`src/rtl/data_cache_pkg.sv`:
```
// Shared types, default geometry and address-field helpers for the data cache.
// DATA_CACHE_STATS_EN in data_cache.sv enables the optional hit/miss counters.
package data_cache_pkg;

    localparam int ADDRESS_WIDTH = 32;
    localparam int DATA_WIDTH    = 32;
    localparam int SETS          = 8;
    localparam int INDEX_BITS    = $clog2(SETS);
    localparam int TAG_BITS      = ADDRESS_WIDTH - 2 - INDEX_BITS;

    localparam int MAX_AW = 64;
    typedef logic [MAX_AW-1:0] addr_wide_t;

    typedef enum logic [1:0] {
        IDLE,
        FILL,
        WRITE,
        RESP
    } state_t;

    // Helpers work on a widened address so any cache geometry can reuse them;
    // callers size-cast the result back to their own field width.
    function automatic addr_wide_t addr_index(input addr_wide_t addr, input int unsigned ib);
        return (addr >> 2) & ((addr_wide_t'(1) << ib) - addr_wide_t'(1));
    endfunction

    function automatic addr_wide_t addr_tag(input addr_wide_t addr, input int unsigned ib);
        return addr >> (ib + 2);
    endfunction

    function automatic addr_wide_t word_addr(input addr_wide_t addr);
        return addr & ~addr_wide_t'(3);
    endfunction

endpackage

```
`src/rtl/data_cache_if.sv`:
```
// Core load/store port and backing-memory port of the data cache in one bundle.
// The slave modport is the cache's view; master is the core/memory environment.
interface data_cache_if #(
    parameter int ADDRESS_WIDTH = 32,
    parameter int DATA_WIDTH    = 32
);

    logic                     cpu_re;
    logic                     cpu_we;
    logic [ADDRESS_WIDTH-1:0] cpu_addr;
    logic [DATA_WIDTH-1:0]    cpu_wd;
    logic [DATA_WIDTH-1:0]    cpu_rd;
    logic                     cpu_stall;

    logic                     mem_req;
    logic                     mem_we;
    logic [ADDRESS_WIDTH-1:0] mem_addr;
    logic [DATA_WIDTH-1:0]    mem_wd;
    logic [DATA_WIDTH-1:0]    mem_rd;
    logic                     mem_ack;

    modport slave (
        input  cpu_re, cpu_we, cpu_addr, cpu_wd,
        output cpu_rd, cpu_stall,
        output mem_req, mem_we, mem_addr, mem_wd,
        input  mem_rd, mem_ack
    );

    modport master (
        output cpu_re, cpu_we, cpu_addr, cpu_wd,
        input  cpu_rd, cpu_stall,
        input  mem_req, mem_we, mem_addr, mem_wd,
        output mem_rd, mem_ack
    );

endinterface

```
`src/rtl/data_cache_store.sv`:
```
// Valid/tag/data arrays of the direct-mapped cache: combinational lookup,
// one synchronous write port, valid bits cleared by rst.
module data_cache_store #(
    parameter int DATA_WIDTH = 32,
    parameter int SETS       = 8,
    parameter int TAG_BITS   = 27
) (
    input  logic                    clk,
    input  logic                    rst,
    input  logic [$clog2(SETS)-1:0] lookup_index,
    input  logic [TAG_BITS-1:0]     lookup_tag,
    output logic                    hit,
    output logic [DATA_WIDTH-1:0]   rd_data,
    input  logic                    wr_en,
    input  logic                    wr_set_valid,
    input  logic [$clog2(SETS)-1:0] wr_index,
    input  logic [TAG_BITS-1:0]     wr_tag,
    input  logic [DATA_WIDTH-1:0]   wr_data
);

    logic [SETS-1:0]       valid;
    logic [TAG_BITS-1:0]   tags  [SETS];
    logic [DATA_WIDTH-1:0] lines [SETS];

    assign hit     = valid[lookup_index] && (tags[lookup_index] == lookup_tag);
    assign rd_data = lines[lookup_index];

    always_ff @(posedge clk) begin
        if (rst) begin
            valid <= '0;
        end else if (wr_en && wr_set_valid) begin
            valid[wr_index] <= 1'b1;
        end
    end

    // Tag only changes on allocation; a store hit just refreshes the data word.
    always_ff @(posedge clk) begin
        if (wr_en) begin
            lines[wr_index] <= wr_data;
            if (wr_set_valid) begin
                tags[wr_index] <= wr_tag;
            end
        end
    end

endmodule

```
`src/rtl/data_cache.sv`:
```
// Direct-mapped, write-through, no-write-allocate data cache (one word per line).
// Define DATA_CACHE_STATS_EN to add the hit_count/miss_count outputs.
module data_cache
    import data_cache_pkg::*;
#(
    parameter int ADDRESS_WIDTH = data_cache_pkg::ADDRESS_WIDTH,
    parameter int DATA_WIDTH    = data_cache_pkg::DATA_WIDTH,
    parameter int SETS          = data_cache_pkg::SETS
) (
    input  logic        clk,
    input  logic        rst,
    data_cache_if.slave bus
`ifdef DATA_CACHE_STATS_EN
    ,
    output logic [31:0] hit_count,
    output logic [31:0] miss_count
`endif
);

    localparam int IB = $clog2(SETS);
    localparam int TB = ADDRESS_WIDTH - 2 - IB;

    state_t                   state;
    logic                     mem_req_q;
    logic                     mem_we_q;
    logic [ADDRESS_WIDTH-1:0] mem_addr_q;
    logic [DATA_WIDTH-1:0]    mem_wd_q;
    logic [DATA_WIDTH-1:0]    resp_data;

    logic [ADDRESS_WIDTH-1:0] lookup_addr;
    logic [ADDRESS_WIDTH-1:0] cpu_word_addr;
    logic [IB-1:0]            lookup_index;
    logic [TB-1:0]            lookup_tag;
    logic                     hit;
    logic [DATA_WIDTH-1:0]    line_data;
    logic                     wr_en;
    logic                     wr_set_valid;
    logic [DATA_WIDTH-1:0]    wr_data;
    logic                     stall;
    logic [DATA_WIDTH-1:0]    rd;

    // The latched memory address doubles as the request latch for FILL/WRITE lookups.
    assign lookup_addr   = (state == IDLE) ? bus.cpu_addr : mem_addr_q;
    assign cpu_word_addr = ADDRESS_WIDTH'(word_addr(addr_wide_t'(bus.cpu_addr)));
    assign lookup_index  = IB'(addr_index(addr_wide_t'(lookup_addr), IB));
    assign lookup_tag    = TB'(addr_tag(addr_wide_t'(lookup_addr), IB));

    data_cache_store #(
        .DATA_WIDTH (DATA_WIDTH),
        .SETS       (SETS),
        .TAG_BITS   (TB)
    ) u_store (
        .clk          (clk),
        .rst          (rst),
        .lookup_index (lookup_index),
        .lookup_tag   (lookup_tag),
        .hit          (hit),
        .rd_data      (line_data),
        .wr_en        (wr_en),
        .wr_set_valid (wr_set_valid),
        .wr_index     (lookup_index),
        .wr_tag       (lookup_tag),
        .wr_data      (wr_data)
    );

    always_comb begin
        wr_en        = 1'b0;
        wr_set_valid = 1'b0;
        wr_data      = bus.mem_rd;
        if (!rst && bus.mem_ack) begin
            if (state == FILL) begin
                wr_en        = 1'b1;
                wr_set_valid = 1'b1;
            end else if (state == WRITE) begin
                wr_en   = hit;
                wr_data = mem_wd_q;
            end
        end
    end

    // Stall is combinational in IDLE so a miss or store freezes the core in the request cycle.
    always_comb begin
        stall = 1'b0;
        rd    = '0;
        if (!rst) begin
            case (state)
                IDLE: begin
                    if (bus.cpu_we) begin
                        stall = 1'b1;
                    end else if (bus.cpu_re) begin
                        if (hit) begin
                            rd = line_data;
                        end else begin
                            stall = 1'b1;
                        end
                    end
                end
                FILL, WRITE: stall = 1'b1;
                RESP:        rd    = resp_data;
                default: ;
            endcase
        end
    end

    assign bus.cpu_stall = stall;
    assign bus.cpu_rd    = rd;
    assign bus.mem_req   = mem_req_q;
    assign bus.mem_we    = mem_we_q;
    assign bus.mem_addr  = mem_addr_q;
    assign bus.mem_wd    = mem_wd_q;

    always_ff @(posedge clk) begin
        if (rst) begin
            state      <= IDLE;
            mem_req_q  <= 1'b0;
            mem_we_q   <= 1'b0;
            mem_addr_q <= '0;
            mem_wd_q   <= '0;
            resp_data  <= '0;
`ifdef DATA_CACHE_STATS_EN
            hit_count  <= '0;
            miss_count <= '0;
`endif
        end else begin
            case (state)
                IDLE: begin
                    if (bus.cpu_we) begin
                        state      <= WRITE;
                        mem_req_q  <= 1'b1;
                        mem_we_q   <= 1'b1;
                        mem_addr_q <= cpu_word_addr;
                        mem_wd_q   <= bus.cpu_wd;
                    end else if (bus.cpu_re && !hit) begin
                        state      <= FILL;
                        mem_req_q  <= 1'b1;
                        mem_we_q   <= 1'b0;
                        mem_addr_q <= cpu_word_addr;
                        mem_wd_q   <= '0;
`ifdef DATA_CACHE_STATS_EN
                        miss_count <= miss_count + 32'd1;
`endif
                    end else if (bus.cpu_re) begin
`ifdef DATA_CACHE_STATS_EN
                        hit_count  <= hit_count + 32'd1;
`endif
                    end
                end
                FILL, WRITE: begin
                    if (bus.mem_ack) begin
                        state      <= RESP;
                        resp_data  <= (state == FILL) ? bus.mem_rd : '0;
                        mem_req_q  <= 1'b0;
                        mem_we_q   <= 1'b0;
                        mem_addr_q <= '0;
                        mem_wd_q   <= '0;
                    end
                end
                RESP: begin
                    state     <= IDLE;
                    resp_data <= '0;
                end
                default: state <= IDLE;
            endcase
        end
    end

endmodule

```
`src/flat_wrapper.sv`:
```
// flat-port wrapper written by rule: the top's interface ports become plain ports
module data_cache_flat import data_cache_pkg::*;
#(
    parameter int ADDRESS_WIDTH = data_cache_pkg::ADDRESS_WIDTH,
    parameter int DATA_WIDTH    = data_cache_pkg::DATA_WIDTH,
    parameter int SETS          = data_cache_pkg::SETS
)
  (clk, rst, bus_cpu_re, bus_cpu_we, bus_cpu_addr, bus_cpu_wd, bus_cpu_rd, bus_cpu_stall, bus_mem_req, bus_mem_we, bus_mem_addr, bus_mem_wd, bus_mem_rd, bus_mem_ack);
  data_cache_if #(.ADDRESS_WIDTH(ADDRESS_WIDTH), .DATA_WIDTH(DATA_WIDTH)) bus_i ();
  input  logic clk;
  input  logic rst;
  input wire logic [$bits(bus_i.cpu_re)-1:0] bus_cpu_re;
  input wire logic [$bits(bus_i.cpu_we)-1:0] bus_cpu_we;
  input wire logic [$bits(bus_i.cpu_addr)-1:0] bus_cpu_addr;
  input wire logic [$bits(bus_i.cpu_wd)-1:0] bus_cpu_wd;
  output wire logic [$bits(bus_i.cpu_rd)-1:0] bus_cpu_rd;
  output wire logic [$bits(bus_i.cpu_stall)-1:0] bus_cpu_stall;
  output wire logic [$bits(bus_i.mem_req)-1:0] bus_mem_req;
  output wire logic [$bits(bus_i.mem_we)-1:0] bus_mem_we;
  output wire logic [$bits(bus_i.mem_addr)-1:0] bus_mem_addr;
  output wire logic [$bits(bus_i.mem_wd)-1:0] bus_mem_wd;
  input wire logic [$bits(bus_i.mem_rd)-1:0] bus_mem_rd;
  input wire logic [$bits(bus_i.mem_ack)-1:0] bus_mem_ack;
  assign bus_i.cpu_re = bus_cpu_re;
  assign bus_i.cpu_we = bus_cpu_we;
  assign bus_i.cpu_addr = bus_cpu_addr;
  assign bus_i.cpu_wd = bus_cpu_wd;
  assign bus_cpu_rd = bus_i.cpu_rd;
  assign bus_cpu_stall = bus_i.cpu_stall;
  assign bus_mem_req = bus_i.mem_req;
  assign bus_mem_we = bus_i.mem_we;
  assign bus_mem_addr = bus_i.mem_addr;
  assign bus_mem_wd = bus_i.mem_wd;
  assign bus_i.mem_rd = bus_mem_rd;
  assign bus_i.mem_ack = bus_mem_ack;
  data_cache #(.ADDRESS_WIDTH(ADDRESS_WIDTH), .DATA_WIDTH(DATA_WIDTH), .SETS(SETS)) u_core (.clk(clk), .rst(rst), .bus(bus_i));
endmodule
```
`config.mk`:
```
export PLATFORM = sky130hd
export DESIGN_NAME = data_cache_flat
export DESIGN_NICKNAME = d
export VERILOG_FILES = /design/src/rtl/data_cache_pkg.sv /design/src/rtl/data_cache_if.sv /design/src/rtl/data_cache_store.sv /design/src/rtl/data_cache.sv /design/src/flat_wrapper.sv
export SDC_FILE = /design/constraint.sdc
export NUM_CORES = 1
export LEC_CHECK = 0
export CAP_MARGIN = 10
export CORE_MARGIN = 3
export CORE_UTILIZATION = 29
export DETAILED_ROUTE_END_ITERATION = 8
export PLACE_DENSITY = 0.48
export SLEW_MARGIN = 20
export SYNTH_ARGS = -nofsm -noshare
export SYNTH_HDL_FRONTEND = slang
export SYNTH_SLANG_ARGS = --single-unit
```
`constraint.sdc`:
```
create_clock -name clk -period 10.32 [get_ports clk]
set_input_delay 1.548 -clock clk [delete_from_list [all_inputs] [get_ports clk]]
set_output_delay 1.548 -clock clk [all_outputs]
set_load 0.01 [all_outputs]
```
# Yosys cells after proc, flatten, opt, wreduce, memory -nomap -nowiden

Memory sizes are Yosys's and may differ from the RTL's.
Index checks and enable logic that the tools add are counted.

Logic and storage cells: 81
Register bits after elaboration: 108
Memories: 2
Bits of input ports: 101
Bits in writable memories: 472
Output and inout bits: 99

Memories:

| memory               | words | width | rd ports | clocked after memory_dff | wr ports | line                   | text |
|---|---|---|---|---|---|---|---|
| u_core.u_store.lines | 8     | 32    | 1        | 0                        | 1        | data_cache_store.sv:23 | `logic [DATA_WIDTH-1:0] lines [SETS];` |
| u_core.u_store.tags  | 8     | 27    | 1        | 0                        | 1        | data_cache_store.sv:22 | `logic [TAG_BITS-1:0] tags [SETS];` |

Magnitude comparators: 2
Equality and inequality tests: 6
Mux-type cells: 49
Bitwise logic cells: 1
Reduce and logical (&&, ||, !) cells: 14

Operator list:

| kind                 | number |
|---|---|
| $mux W32             | 15 |
| $pmux W32 S2         | 4 |
| $eq A27 B27 Y1       | 1 |
| $mux W1              | 21 |
| $or A8 B8 Y8         | 1 |
| $mux W2              | 3 |
| $pmux W1 S2          | 3 |
| $pmux W2 S3          | 1 |
| $logic_and A1 B1 Y1  | 5 |
| $eq A2 B2 Y1 const B | 2 |
| $lt A3 B4 Y1 const B | 1 |
| $reduce_and A2 Y1    | 2 |
| $reduce_bool A2 Y1   | 2 |
| $bmux W1 S3          | 1 |
| $demux W1 S3         | 1 |
| $ge A3 B1 Y1 const B | 1 |
| $ne A3 B3 Y1 const B | 1 |
| $reduce_and A3 Y1    | 1 |
| $eq A2 B1 Y1 const B | 1 |
| $logic_not A1 Y1     | 2 |
| $logic_not A2 Y1     | 1 |
| $ne A2 B2 Y1 const B | 1 |
| $reduce_or A2 Y1     | 1 |

# Longest topological paths before layout

Depth after elaboration: 10
Mapped depth: 15
Gate-level depth less buffers: 11

# Cells and area by module

From an unflattened synthesis, not the netlist that was laid out.

Cells, all modules: 1,410
Area total of the unflattened synthesis: 24,053.1 um^2

By module, submodules not included:

| module           | cells each | area an instance (um^2) | times used |
|---|---|---|---|
| data_cache_store | 799        | 18,400.1                | 1 |
| data_cache       | 611        | 5,652.9                 | 1 |

# Worst setup path before layout

OpenSTA, ideal clock, no wires.

Path kind: input to output
From: input bus_cpu_addr[4]
To: output bus_cpu_rd[13]
Data arrival time: 3.989 ns
Cell stages on the path: 13
Setup slack: 4.783 ns
Cell sequence: buf_2 -> or3b_1 -> buf_2 -> nand2_4 -> buf_2 -> a32o_1 -> or3_1 -> nand4_1 -> nor4_1 -> and4_1 -> nand3_1 -> clkbuf_1 -> o31ai_1

Word-level cells in the longest chain between the ends: 9

Ends and longest elaborated chain:

| item                                                 | line                   | text |
|---|---|---|
| from (decl)                                          | flat_wrapper.sv:14     | `input wire logic [$bits(bus_i.cpu_addr)-1:0] bus_cpu_addr;` |
| $mux W32 (*)                                         | data_cache.sv:43       | `assign lookup_addr = (state == IDLE) ? bus.cpu_addr : mem_addr_q;` |
| $mem_v2 Z8 W27 / $bmux W1 S3 (equally long branches) | -                      |  |
| $eq A27 B27 Y1 / $mux W1 (equally long branches)     | data_cache_store.sv:25 | `assign hit = valid[lookup_index] && (tags[lookup_index] == lookup_tag);` |
| $logic_and A1 B1 Y1                                  | data_cache_store.sv:25 |  |
| $mux W32 (*)                                         | data_cache.sv:91       | `if (hit) begin` |
| $mux W32 (*)                                         | data_cache.sv:90       | `end else if (bus.cpu_re) begin` |
| $mux W32 (*)                                         | data_cache.sv:88       | `if (bus.cpu_we) begin` |
| $pmux W32 S2 (*)                                     | data_cache.sv:86       | `case (state)` |
| $mux W32 (*)                                         | data_cache.sv:85       | `if (!rst) begin` |
| to (decl)                                            | flat_wrapper.sv:16     | `output wire logic [$bits(bus_i.cpu_rd)-1:0] bus_cpu_rd;` |

Mark *: on every way between the ends. The rest lies on a longest branch, timed or not. The select of a mux whose other input is x is not followed.

# Final worst setup path

From: input bus_cpu_addr[2]
To: output bus_cpu_rd[2]

Same word-level chain as after synthesis.

==> metrics.md <==
| Metric | Value |
|---|---|
| Status | finished clean |
| Initial antenna violation count | 3 |
| TNS Setup | 0 ns |
| HPWL Detailed | 36300 microns |
| Post-Route WL | 64300 microns |
| Yosys top cell area share | 0.622 |
| Number of flops mapped to enable cells by yosys | 472 |
| Post-synthesis compound-gate area fraction | 0.118 |
| Setup crit end kind | primary output |
| Worst-margin pin slew | 0.939 ns |
| Commonest non-fill, non-tap cell in the layout | edfxtp_1 |
| Total GRT Usage | 0.155 |
| Multiplexer share of the synthesized area | 0.0536 |
| Port-buffer cells | 195 |
| Syn_area_per_cell | 14.2 sq um |
| First-pass GRT wire length | 95400 microns |
| Post-layout nets | 1913 |
| VDD IR-drop max | 147 uV |
| Clk_lat worst skew | 0.62 ns |
| Die height | 286 microns |
| Main combinational cell family by area after synthesis | compound AO/OA/AOI/OAI gates |
| Layout fillers | 7408 |
| Worst hold slack | 0.448 ns |
| Die area | 0.0820 sq mm |
| Final Cycle Share | 0.794 |
| RSZ-0062 raised after global routing | false |
| Largest net degree at the start of global routing | 67 |
| Clock root buffer | clkbuf_16 |
| Synth Flop Type | edfxtp_1 |
| Area growth, synth to finish | 23.9% |
| Fmax achieved | 122 MHz |
| Crit path max-delay cell type | mux2_4 |
| Row count | 102 |
| Multi-input logic area | 0.00604 sq mm |
| Storage element area | 0.0163 sq mm |
| Cell Chain, Critical Path | clkdlybuf4s50_1 > mux2_4 > buf_4 > nand2_1 > a32o_1 > o21ai_0 > nand4_1 > nor4_1 > and4_1 > nand3_1 > buf_4 > o31ai_1 > clkdlybuf4s50_1 |
| Via count | 14500 |
| Drt initial violations | 1076 |
| Sequential fraction of the synthesis area | 0.715 |
| Num CTS Buffers | 68 |
| WS Path Type | input pin to primary output |
| Max_cap viols | 0 |
| Min-delay worst type | flop to flop |
| Post-synthesis xor/xnor area fraction | 0.00154 |
| Distinct cell type count of the synthesized netlist | 58 |
| Critical path startpoint category | input pin |
| Critical Path AT | 6.65 ns |
| Starting density of the core | 0.293 |
| # setup viols final | 0 |
| Crit path time final | 8.20 ns |
| Share of layout cells above drive strength 1 | 0.131 |
| Post-synthesis simple-gate area fraction | 0.0821 |
| Mapped Cells | 1611 |
| Avg WL per Cell | 22.1 microns |
| Clk sinks | 578 |
| Yosys warnings | 0 |
| Final Max Slew Viols | 0 |
| #FFs+latches synth | 578 |
| Async SR Flop Fraction | 0 |
| CORE AREA | 0.0777 sq mm |
| Max H-tree Level | 3 |
| Top cells by area, synth | edfxtp_1 (62%), dfxtp_1 (9.3%), o22ai_1 (3.3%) |
| Required time of the critical path | 8.77 ns |
| DRT Pass-1 Iters | 5 |
| Most frequent cells in the layout | edfxtp_1 (472), clkdlybuf4s50_1 (194), nand2_1 (168) |
| Power per Cell Area | 268 mW/mm^2 |
| I/O pin count | 200 |
| Post-CTS Setup Inserts | 0 |
| Clock Skew | 0.0388 ns |
| Synth area leader | edfxtp_1 |
| Final hold vios | 0 |
| CTS tree | built |
| Worst-case clock buffer depth | 3 |
| Slowest Stage Delay on Critical Path | 0.71 ns |
| GRT Residual Overflow | 0 |
| Die width | 286 microns |
| Antenna violation net count after detailed routing | 0 |
| Max FO, Critical Path | 48 |
| Post-CTS sizing | 0 |
| Placer Congestion | 0.727 |
| Headroom to the max-slew limit | 0.374 |
| Vias in the first global route | 14700 |
| Lkg Pwr | 9.12 nW |
| Residual DRC | 0 |
| Synthesized-area fraction occupied by adder cells | 0.00219 |
| Cts hold-fix bufs | 0 |
| Mapped cell area | 0.0228 sq mm |
| Drt via density | 4.98 |
| Worst-path clk slew | 0.05 ns |
[flip-flops by register name (all words and copies together) (netlist names)]
signal / flops
u_core.u_store.valid: 8
u_core.state: 2
u_core.resp_data: 32
u_core.bus.mem_we: 1
u_core.bus.mem_addr: 30
u_core.bus.mem_req: 1
u_core.u_store.lines: 256
u_core.bus.mem_wd: 32
u_core.u_store.tags: 216
[synth_stat cells (all sizes together) (4+ instances only)]
library cell	n
nand4	17
o31ai	10
dfxtp	106
o22ai	122
ha	4
nand2	172
a22o	62
clkbuf	59
a21oi	71
a32o	35
mux2	62
o211ai	9
buf	47
edfxtp	472
nor2	98
and3	8
o21ai	57
or3	18
a32oi	13
mux2i	52
nand3	62
nor4	12
[power breakdown]
part	leakage (nW)	switching [mW]	internal [mW]	total [mW]
clock	1.12	0.984	1.47	2.45
combinational	2.88	1.44	0.800	2.24
sequential	5.12	0.0822	2.79	2.87
[worst paths after layout]
kind | from | to | slack (ns) | cells past startpoint
min | u_core.resp_data[9] | u_core.resp_data[9] | 0.45 | 2
max | bus_cpu_addr[2] | bus_cpu_rd[2] | 2.12 | 13
min reg2reg | u_core.resp_data[9] | u_core.resp_data[9] | 0.45 | 2
max reg2reg | u_core.state[0] | u_core.u_store.lines[0][22] | 4.39 | 15
[critical path: cells and delay by family]
family	cells	cell delay, ns
and+or+nand+nor	5	1.26
muxes	1	0.71
AOI/OAI and AO/OA	3	1.04
buffers and inverters	4	2.00
[cell type report]
cell class,instances,area share
Sequential cell,578,0.577
Multi-Input combinational cell,926,0.214
Timing Repair Buffer,232,0.0810
Clock buffer,89,0.0644
Tap cell,1040,0.0461
Clock inverter,35,0.0175
Inverter,2,0.000266
Antenna cell,1,0.0000886
[cells by family after synthesis]
kind of cell / count (synthesis)
flip-flops: 578
AND/OR/NAND/NOR: 409
AO/OA/AOI/OAI: 393
multiplexers: 114
buffers and inverters: 108
adder cells (fa/ha/maj): 4
XOR/XNOR: 4
other: 1
[metrics by stage]
step / util / instances / worst slack [ns] / area, sq um / power (mW)
after floorplan: - / 1612 / 4.78 / 22800 / 4.35
after global placement: 0.332 / 2774 / 2.20 / 25800 / 5.16
after detailed placement: 0.333 / 2777 / 2.21 / 25900 / 5.19
after CTS: 0.363 / 2901 / 2.16 / 28200 / 7.66
after global routing: 0.363 / 2902 / 1.85 / 28200 / 7.94
final: 0.364 / 2903 / 2.12 / 28300 / 7.57
[metal layers]
layer | track usage | share of wire | vias up
li1 | - | - | 6713
met4 | 0.0365 | 0.016 | 4
met5 | 0 | 0.00042 | -
met3 | 0.0393 | 0.062 | 81
met1 | 0.208 | 0.45 | 7257
met2 | 0.252 | 0.47 | 404
(Power assumes the default switching activity.)
